<file path="src/rtl/walk_service_controller.sv">
// walk_service_controller
//
// Reader side of the pedestrian walk request latch. Samples the latched
// request level, asks the main traffic FSM for the crossing phase, runs the
// steady walk / flashing don't-walk sequence from a 1 Hz tick enable, and
// pulses WR_Reset for one cycle on walk grant to clear the request latch.
//
// Ports:
//   Clk          in   system clock, rising edge
//   Reset        in   asynchronous, active-high reset
//   Tick         in   one-Clk-wide enable, once per second
//   WR           in   latched walk request level
//   Phase_Grant  in   main FSM holds main road red, crossing permitted
//   Walk_Busy    out  registered; request to enter/hold the crossing phase
//   Walk         out  registered; steady walk lamp
//   Dont_Walk    out  registered; don't-walk lamp (steady or flashing)
//   WR_Reset     out  registered; one-cycle clear pulse to the request latch
//   o_dbg_state  out  current FSM state, for observation only
//
// Handshake with the main FSM: Walk_Busy is the request and Phase_Grant the
// grant. Walk_Busy rises on WAIT_GRANT entry and stays high until CLEAR
// entry; the walk starts only on a cycle where both are high. Once the walk
// has started the grant is no longer sampled, so the sequence always
// completes, and the main FSM is released only by Walk_Busy falling.

module walk_service_controller #(
  parameter int WALK_SEC  = 7,
  parameter int FLASH_SEC = 5,
  parameter int CNT_W     = 4
) (
  input  logic       Clk,
  input  logic       Reset,
  input  logic       Tick,
  input  logic       WR,
  input  logic       Phase_Grant,
  output logic       Walk_Busy,
  output logic       Walk,
  output logic       Dont_Walk,
  output logic       WR_Reset,
  output logic [2:0] o_dbg_state
);

  typedef enum logic [2:0] {
    S_IDLE       = 3'd0,
    S_WAIT_GRANT = 3'd1,
    S_WALK       = 3'd2,
    S_FLASH      = 3'd3,
    S_CLEAR      = 3'd4
  } state_t;

  state_t           r_state;
  state_t           w_next_state;
  logic [CNT_W-1:0] r_cnt;
  logic [CNT_W-1:0] w_next_cnt;
  // High during the first cycle spent in WALK or FLASH; a Tick seen there
  // is ignored so every phase gets its full count of later Ticks.
  logic             r_first;
  logic             w_next_first;
  logic             w_tick;
  logic             w_next_busy;
  logic             w_next_walk;
  logic             w_next_dont_walk;
  logic             w_next_wr_reset;

  assign w_tick      = Tick && !r_first;
  assign o_dbg_state = r_state;

  always_ff @(posedge Clk or posedge Reset) begin
    if (Reset) begin
      r_state   <= S_IDLE;
      r_cnt     <= '0;
      r_first   <= 1'b0;
      Walk_Busy <= 1'b0;
      Walk      <= 1'b0;
      Dont_Walk <= 1'b1;
      WR_Reset  <= 1'b0;
    end else begin
      r_state   <= w_next_state;
      r_cnt     <= w_next_cnt;
      r_first   <= w_next_first;
      Walk_Busy <= w_next_busy;
      Walk      <= w_next_walk;
      Dont_Walk <= w_next_dont_walk;
      WR_Reset  <= w_next_wr_reset;
    end
  end

  // Next state and counter.
  always_comb begin
    w_next_state = r_state;
    w_next_cnt   = r_cnt;
    case (r_state)
      S_IDLE: begin
        if (WR) w_next_state = S_WAIT_GRANT;
      end
      S_WAIT_GRANT: begin
        if (Phase_Grant) begin
          w_next_state = S_WALK;
          w_next_cnt   = CNT_W'(WALK_SEC);
        end
      end
      S_WALK: begin
        if (w_tick) begin
          if (r_cnt == CNT_W'(1)) begin
            w_next_state = S_FLASH;
            w_next_cnt   = CNT_W'(FLASH_SEC);
          end else if (r_cnt != '0) begin
            w_next_cnt = r_cnt - CNT_W'(1);
          end
        end
      end
      S_FLASH: begin
        if (w_tick) begin
          if (r_cnt == CNT_W'(1)) begin
            w_next_state = S_CLEAR;
            w_next_cnt   = '0;
          end else if (r_cnt != '0) begin
            w_next_cnt = r_cnt - CNT_W'(1);
          end
        end
      end
      S_CLEAR: begin
        w_next_state = S_IDLE;
      end
      default: begin
        w_next_state = S_IDLE;
        w_next_cnt   = '0;
      end
    endcase
  end

  // Output decode from the next state, so outputs change on state entry.
  always_comb begin
    w_next_busy      = 1'b0;
    w_next_walk      = 1'b0;
    w_next_dont_walk = 1'b1;
    w_next_wr_reset  = 1'b0;
    w_next_first     = 1'b0;
    case (w_next_state)
      S_WAIT_GRANT: begin
        w_next_busy = 1'b1;
      end
      S_WALK: begin
        w_next_busy      = 1'b1;
        w_next_walk      = 1'b1;
        w_next_dont_walk = 1'b0;
        w_next_wr_reset  = (r_state == S_WAIT_GRANT);
        w_next_first     = (r_state != S_WALK);
      end
      S_FLASH: begin
        w_next_busy  = 1'b1;
        w_next_first = (r_state != S_FLASH);
        // Lamp starts high on entry, then flips on every counted Tick.
        if (r_state == S_FLASH) begin
          w_next_dont_walk = w_tick ? !Dont_Walk : Dont_Walk;
        end
      end
      default: begin
      end
    endcase
  end

endmodule

</file>
<file path="config.mk">
export PLATFORM = sky130hd
export DESIGN_NAME = walk_service_controller
export DESIGN_NICKNAME = d
export VERILOG_FILES = /design/src/rtl/walk_service_controller.sv
export SDC_FILE = /design/constraint.sdc
export NUM_CORES = 1
export LEC_CHECK = 0
export BUFFER_PORTS_ARGS = -buffer_cell sky130_fd_sc_hd__buf_2
export CAP_MARGIN = 5
export CORE_MARGIN = 1.5
export CORE_UTILIZATION = 50
export CTS_BUF_LIST = sky130_fd_sc_hd__clkbuf_2 sky130_fd_sc_hd__clkbuf_4 sky130_fd_sc_hd__clkbuf_8
export DETAILED_ROUTE_END_ITERATION = 8
export PLACE_DENSITY_LB_ADDON = 0.12
export SYNTH_ARGS = -nofsm -noshare
export SYNTH_HDL_FRONTEND = slang
export SYNTH_SLANG_ARGS = --single-unit
</file>
<file path="constraint.sdc">
create_clock -name Clk -period 1.9 [get_ports Clk]
set_input_delay 0.38 -clock Clk [delete_from_list [all_inputs] [get_ports Clk]]
set_output_delay 0.38 -clock Clk [all_outputs]
set_load 0.01 [all_outputs]
</file>
# Yosys cells after proc, flatten, opt, wreduce, memory -nomap -nowiden
# Index checks and enable logic that the tools add are counted.
# word_totals
register_bits	12
out_inout_bits	7
wordCells	52
# classes
addsub	1
eq_ne	14
n_mux	21
bitwise	1
reduce_logical	8
# op_table
cell	count
$mux 4	6
$mux 3	6
$pmux 4 s4	1
$eq 3x2->1 const B	4
$pmux 3 s4	1
$eq 3x1->1 const B	2
$ne 2x2->1 const B	3
$ne 3x2->1 const B	2
$mux 1	5
$eq 4x1->1 const B	1
$pmux 1 s2	2
$reduce_and 4->1	1
$reduce_bool 4->1	1
$sub 4x1->4 const B	1
$eq 3x3->1 const B	1
$logic_not 3->1	1
$ne 3x3->1 const B	1
$reduce_or 3->1	1
$logic_not 1->1	2
$reduce_or 2->1	1
$logic_and 1x1->1	1
$not 1->1	1

# Longest topological paths before layout
# depth
ltp_word	7
ltp_mapped	6
mapped_depth_nobuf	6

# Worst setup path after synthesis
# OpenSTA, ideal clock, no wires.
# synth_path
path_kind	flip-flop to flip-flop
startpoint	reg r_cnt[0]
endpoint	reg Walk
setup_time_ns	0.078
arrival_time_ns	1.387
t_required_ns	1.822
path_slack_ns	0.435
stages_incl_launch_ff	6
path_cell_list	dfrtp_1 > ha_1 > and3_4 > buf_6 > or3b_1 > a21oi_1
# synth_via
elab_chain_cells	6
elab_cells_between_ends	8
classes_between	eq/ne (2); mux (6)
# synth_lines
item	line_no	text
start, declared	53	logic [CNT_W-1:0] r_cnt;
start signal, assigned	79	r_cnt <= w_next_cnt;
$eq 4x1->1 (*)	104, 114	
$mux 3 (on tied branches)	114, 104	
$mux 3 (on tied branches)	113, 103	
$pmux 3 s4 (*)	92	case (r_state)
$eq 3x2->1 (*)	139	case (w_next_state)
$mux 1 (*)	139	
via w_next_walk	61	logic w_next_walk;
end signal, assigned	82	Walk <= w_next_walk;
end, declared	37	output logic Walk,
# Mark *: on every way through the listed nets, which the timed path passes. The rest lies on a longest branch.
# A chain may end at the register's enable or synchronous reset.

# Final worst setup path
# layout_path
startpoint	reg r_cnt[1]
endpoint	reg r_cnt[0]
# layout_via
elab_chain_cells	5
elab_cells_between_ends	8
classes_between	eq/ne (1); mux (6); reduce/logical (1)
# layout_lines
item	line_no
$reduce_bool 4->1	107, 117
$mux 4	-
$mux 4 (on tied branches)	114, 104
$mux 4 (on tied branches)	113, 103
$pmux 4 s4 (*)	92
# Mark *: on every way between the ends. The rest lies on a longest branch, timed or not. The select of a mux whose other input is x is not followed.

==> results.sh <==
export IMPL_vias=661
export IMPL_synthTopCellsByArea="dfrtp_1 37%, a21oi_1 7.4%, dfstp_2 3.6%"
export IMPL_clk_pin_slew_ps=90
export IMPL_grt_usage_pct=20.8
export IMPL_drt_first_pass_iters=4
export IMPL_syn_num_nets=90
export IMPL_power_density_nw_per_um2=1670
export IMPL_hold_slack_ps=103
export IMPL_total_power_mw=1.41
export IMPL_avgRoutedWirePerCell_um=14.9
export IMPL_fin_setup_tns_ps=0
export IMPL_core_um2=1330
export IMPL_cts_tree="done"
export IMPL_die_w_um=41.5
export IMPL_worst_pin_slew_ps=477
export IMPL_final_hold_violation_count=0
export IMPL_path_class="reg -> reg"
export IMPL_hold_buffers=0
export IMPL_portBuffers=11
export IMPL_slew_headroom_pct=68.2
export IMPL_nNetsFinal=104
export IMPL_num_io_pins=12
export IMPL_path_max_fanout=5
export IMPL_insertion_delay_ps=270
export IMPL_end_kind="flip-flop"
export IMPL_min_delay_path_class="in -> async"
export IMPL_layout_drive_gt1_share_pct=22.9
export IMPL_cp_start_kind="flip-flop"
export IMPL_utilization_pct=63.2
export IMPL_setup_violations=0
export IMPL_setup_slack_ps=323
export IMPL_vias_per_cell=5.95
export IMPL_syn_area_um2=739
export IMPL_wirelength_mm=1.66
export IMPL_rsz0062_at_grt="false"
export IMPL_fmax_ghz=0.634
export IMPL_post_cts_resized=0
export IMPL_dpl_hpwl_mm=1.20
export IMPL_leakage_nw=0.400
export IMPL_start_util_pct=55.4
export IMPL_row_count=13
export IMPL_ant_nets=0
export IMPL_syn2layout_area_growth_pct=14.0
export IMPL_avgSynthCellArea_um2=8.91
export IMPL_drc=0
export IMPL_cts_max_level=1
export IMPL_drv_cap=0
export IMPL_gp_congestion=0.886
export IMPL_ys_warn_count=0
export IMPL_place_ws_ps=345
export IMPL_dieArea_um2=1720
export IMPL_grt_max_degree=14
export IMPL_fin_crit_sh_pct=83.0
export IMPL_synth_top_cell_area_share_pct=37.2
export IMPL_synth_cells=83
export IMPL_drv_slew=0
export IMPL_root_buffer="clkbuf_4"
export IMPL_period_minus_slack_ps=1580
export IMPL_yosys_cell_types_count=34
export IMPL_synth_seq_cells=12
export IMPL_ys_seq_area_share_pct=40.8
export IMPL_cp_arrival_ps=1730
export IMPL_peakVddDrop_uv=806
export IMPL_worst_clock_skew_ps=7.64
export IMPL_clk_path_buf_depth=2
export IMPL_final_cell_mix="11 x dfrtp_1, 11 x a21oi_1, 11 x buf_2"
export IMPL_grt_pass1_vias=610
export IMPL_drt_initial_drc_count=11
export IMPL_antenna_found_initial=0
export IMPL_fillers=128
export IMPL_clkSinkCount=12
export IMPL_yosysTopAreaCell="dfrtp_1"
export IMPL_gr_total_overflow=0
export IMPL_postCtsSetupRepairBufs=0
export IMPL_die_h_um=41.5
export IMPL_cts_buffers=3
export IMPL_grt_pass1_wl_mm=2.79
export IMPL_status="finished clean"
export IMPL_diodes=0
export IMPL_worstPathRequired_ps=2050
[worst max-delay path, stage by stage (launching register included)]
cell	delay (ps)
dfrtp_1	420
inv_1	120
ha_1	250
nand3b_1	140
nand2_1	60
a2111oi_0	380
a21oi_1	80
[report_power, final]
| group | total [mW] | switching, mW | internal [mW] |
|---|---|---|---|
| Sequential | 0.496 | 0.133 | 0.363 |
| Combinational | 0.704 | 0.376 | 0.328 |
| Clock | 0.210 | 0.0933 | 0.116 |
| Total | 1.41 | 0.603 | 0.807 |
[through the flow]
stage,std cells,instance area (µm²)
floorplan,83,739
global placement,107,807
detailed placement,107,807
CTS,111,843
global route,111,843
finish,111,843
[synth_stat cells]
| master | instances |
|---|---|
| dfstp_2 | 1 |
| or3b_1 | 1 |
| ha_1 | 2 |
| dfrtp_1 | 11 |
| a311oi_1 | 1 |
| o32ai_1 | 1 |
| o2bb2ai_1 | 1 |
| a2111oi_0 | 1 |
| buf_2 | 2 |
| o21a_1 | 1 |
| nor3_1 | 4 |
| clkbuf_1 | 2 |
| a21o_1 | 2 |
| nor2_2 | 1 |
| nor2_1 | 7 |
| inv_1 | 4 |
| nand2_1 | 7 |
| nand2b_1 | 3 |
| buf_6 | 1 |
| a21oi_1 | 11 |
| o21ai_1 | 1 |
| a2bb2oi_1 | 1 |
| a211oi_1 | 2 |
| nor2b_1 | 1 |
| and3_4 | 1 |
| or2_1 | 1 |
| o21ai_0 | 1 |
| nand3b_1 | 3 |
| xnor2_1 | 1 |
| mux2i_1 | 2 |
| a311o_1 | 2 |
| nand3_1 | 1 |
| nor2b_2 | 1 |
| o211ai_1 | 1 |
[routing by layer]
layer / routed length (µm) / vias up / GRT usage [%]
li1: - / 323 / -
met1: 772 / 314 / 28.6
met2: 780 / 22 / 34.4
met3: 89 / 2 / 2.61
met4: 12 / 0 / 5.81
met5: 0 / - / 0
[kinds of logic after synthesis]
logic type	Yosys count	share of synthesized area, %
and+or+nand+nor	31	22.5
AOI/OAI and AO/OA	26	23.5
DFF	12	40.8
buffers and inverters	9	5.92
muxes	2	2.71
adders and majority gates	2	3.38
xor gates and xnor gates	1	1.18
[flip-flops by register name, summed over array words and instances (netlist names)]
signal and cells:
Dont_Walk 1, r_cnt 4, Walk 1, o_dbg_state 3, WR_Reset 1, r_first 1, Walk_Busy 1
[cell type report]
class	instances	area, µm²	area share (%)
inverter	4	15.0	1.78
clock buffer	4	36.3	4.30
sequential	12	302	35.8
multi-input combinational	62	394	46.7
tap	15	18.8	2.23
timing repair buffer	14	77.6	9.20
[path summary, 6_finish.rpt]
check                                       from               endpoint  cells after the start  slack [ps]
setup / recovery            r_cnt[1]$_DFFE_PP0P_   r_cnt[0]$_DFFE_PP0P_                      6         320
hold / removal                             Reset   r_cnt[2]$_DFFE_PP0P_                      2         100
setup reg to reg            r_cnt[1]$_DFFE_PP0P_   r_cnt[0]$_DFFE_PP0P_                      6         320
hold reg to reg            Dont_Walk$_DFFE_PP1P_  Dont_Walk$_DFFE_PP1P_                      3         620
max in group asynchronous                  Reset  Dont_Walk$_DFFE_PP1P_                      2        1450
min in group Clk                              WR    Walk_Busy$_DFF_PP0_                      3         450
No activity file was read; power rests on OpenSTA's default activity.
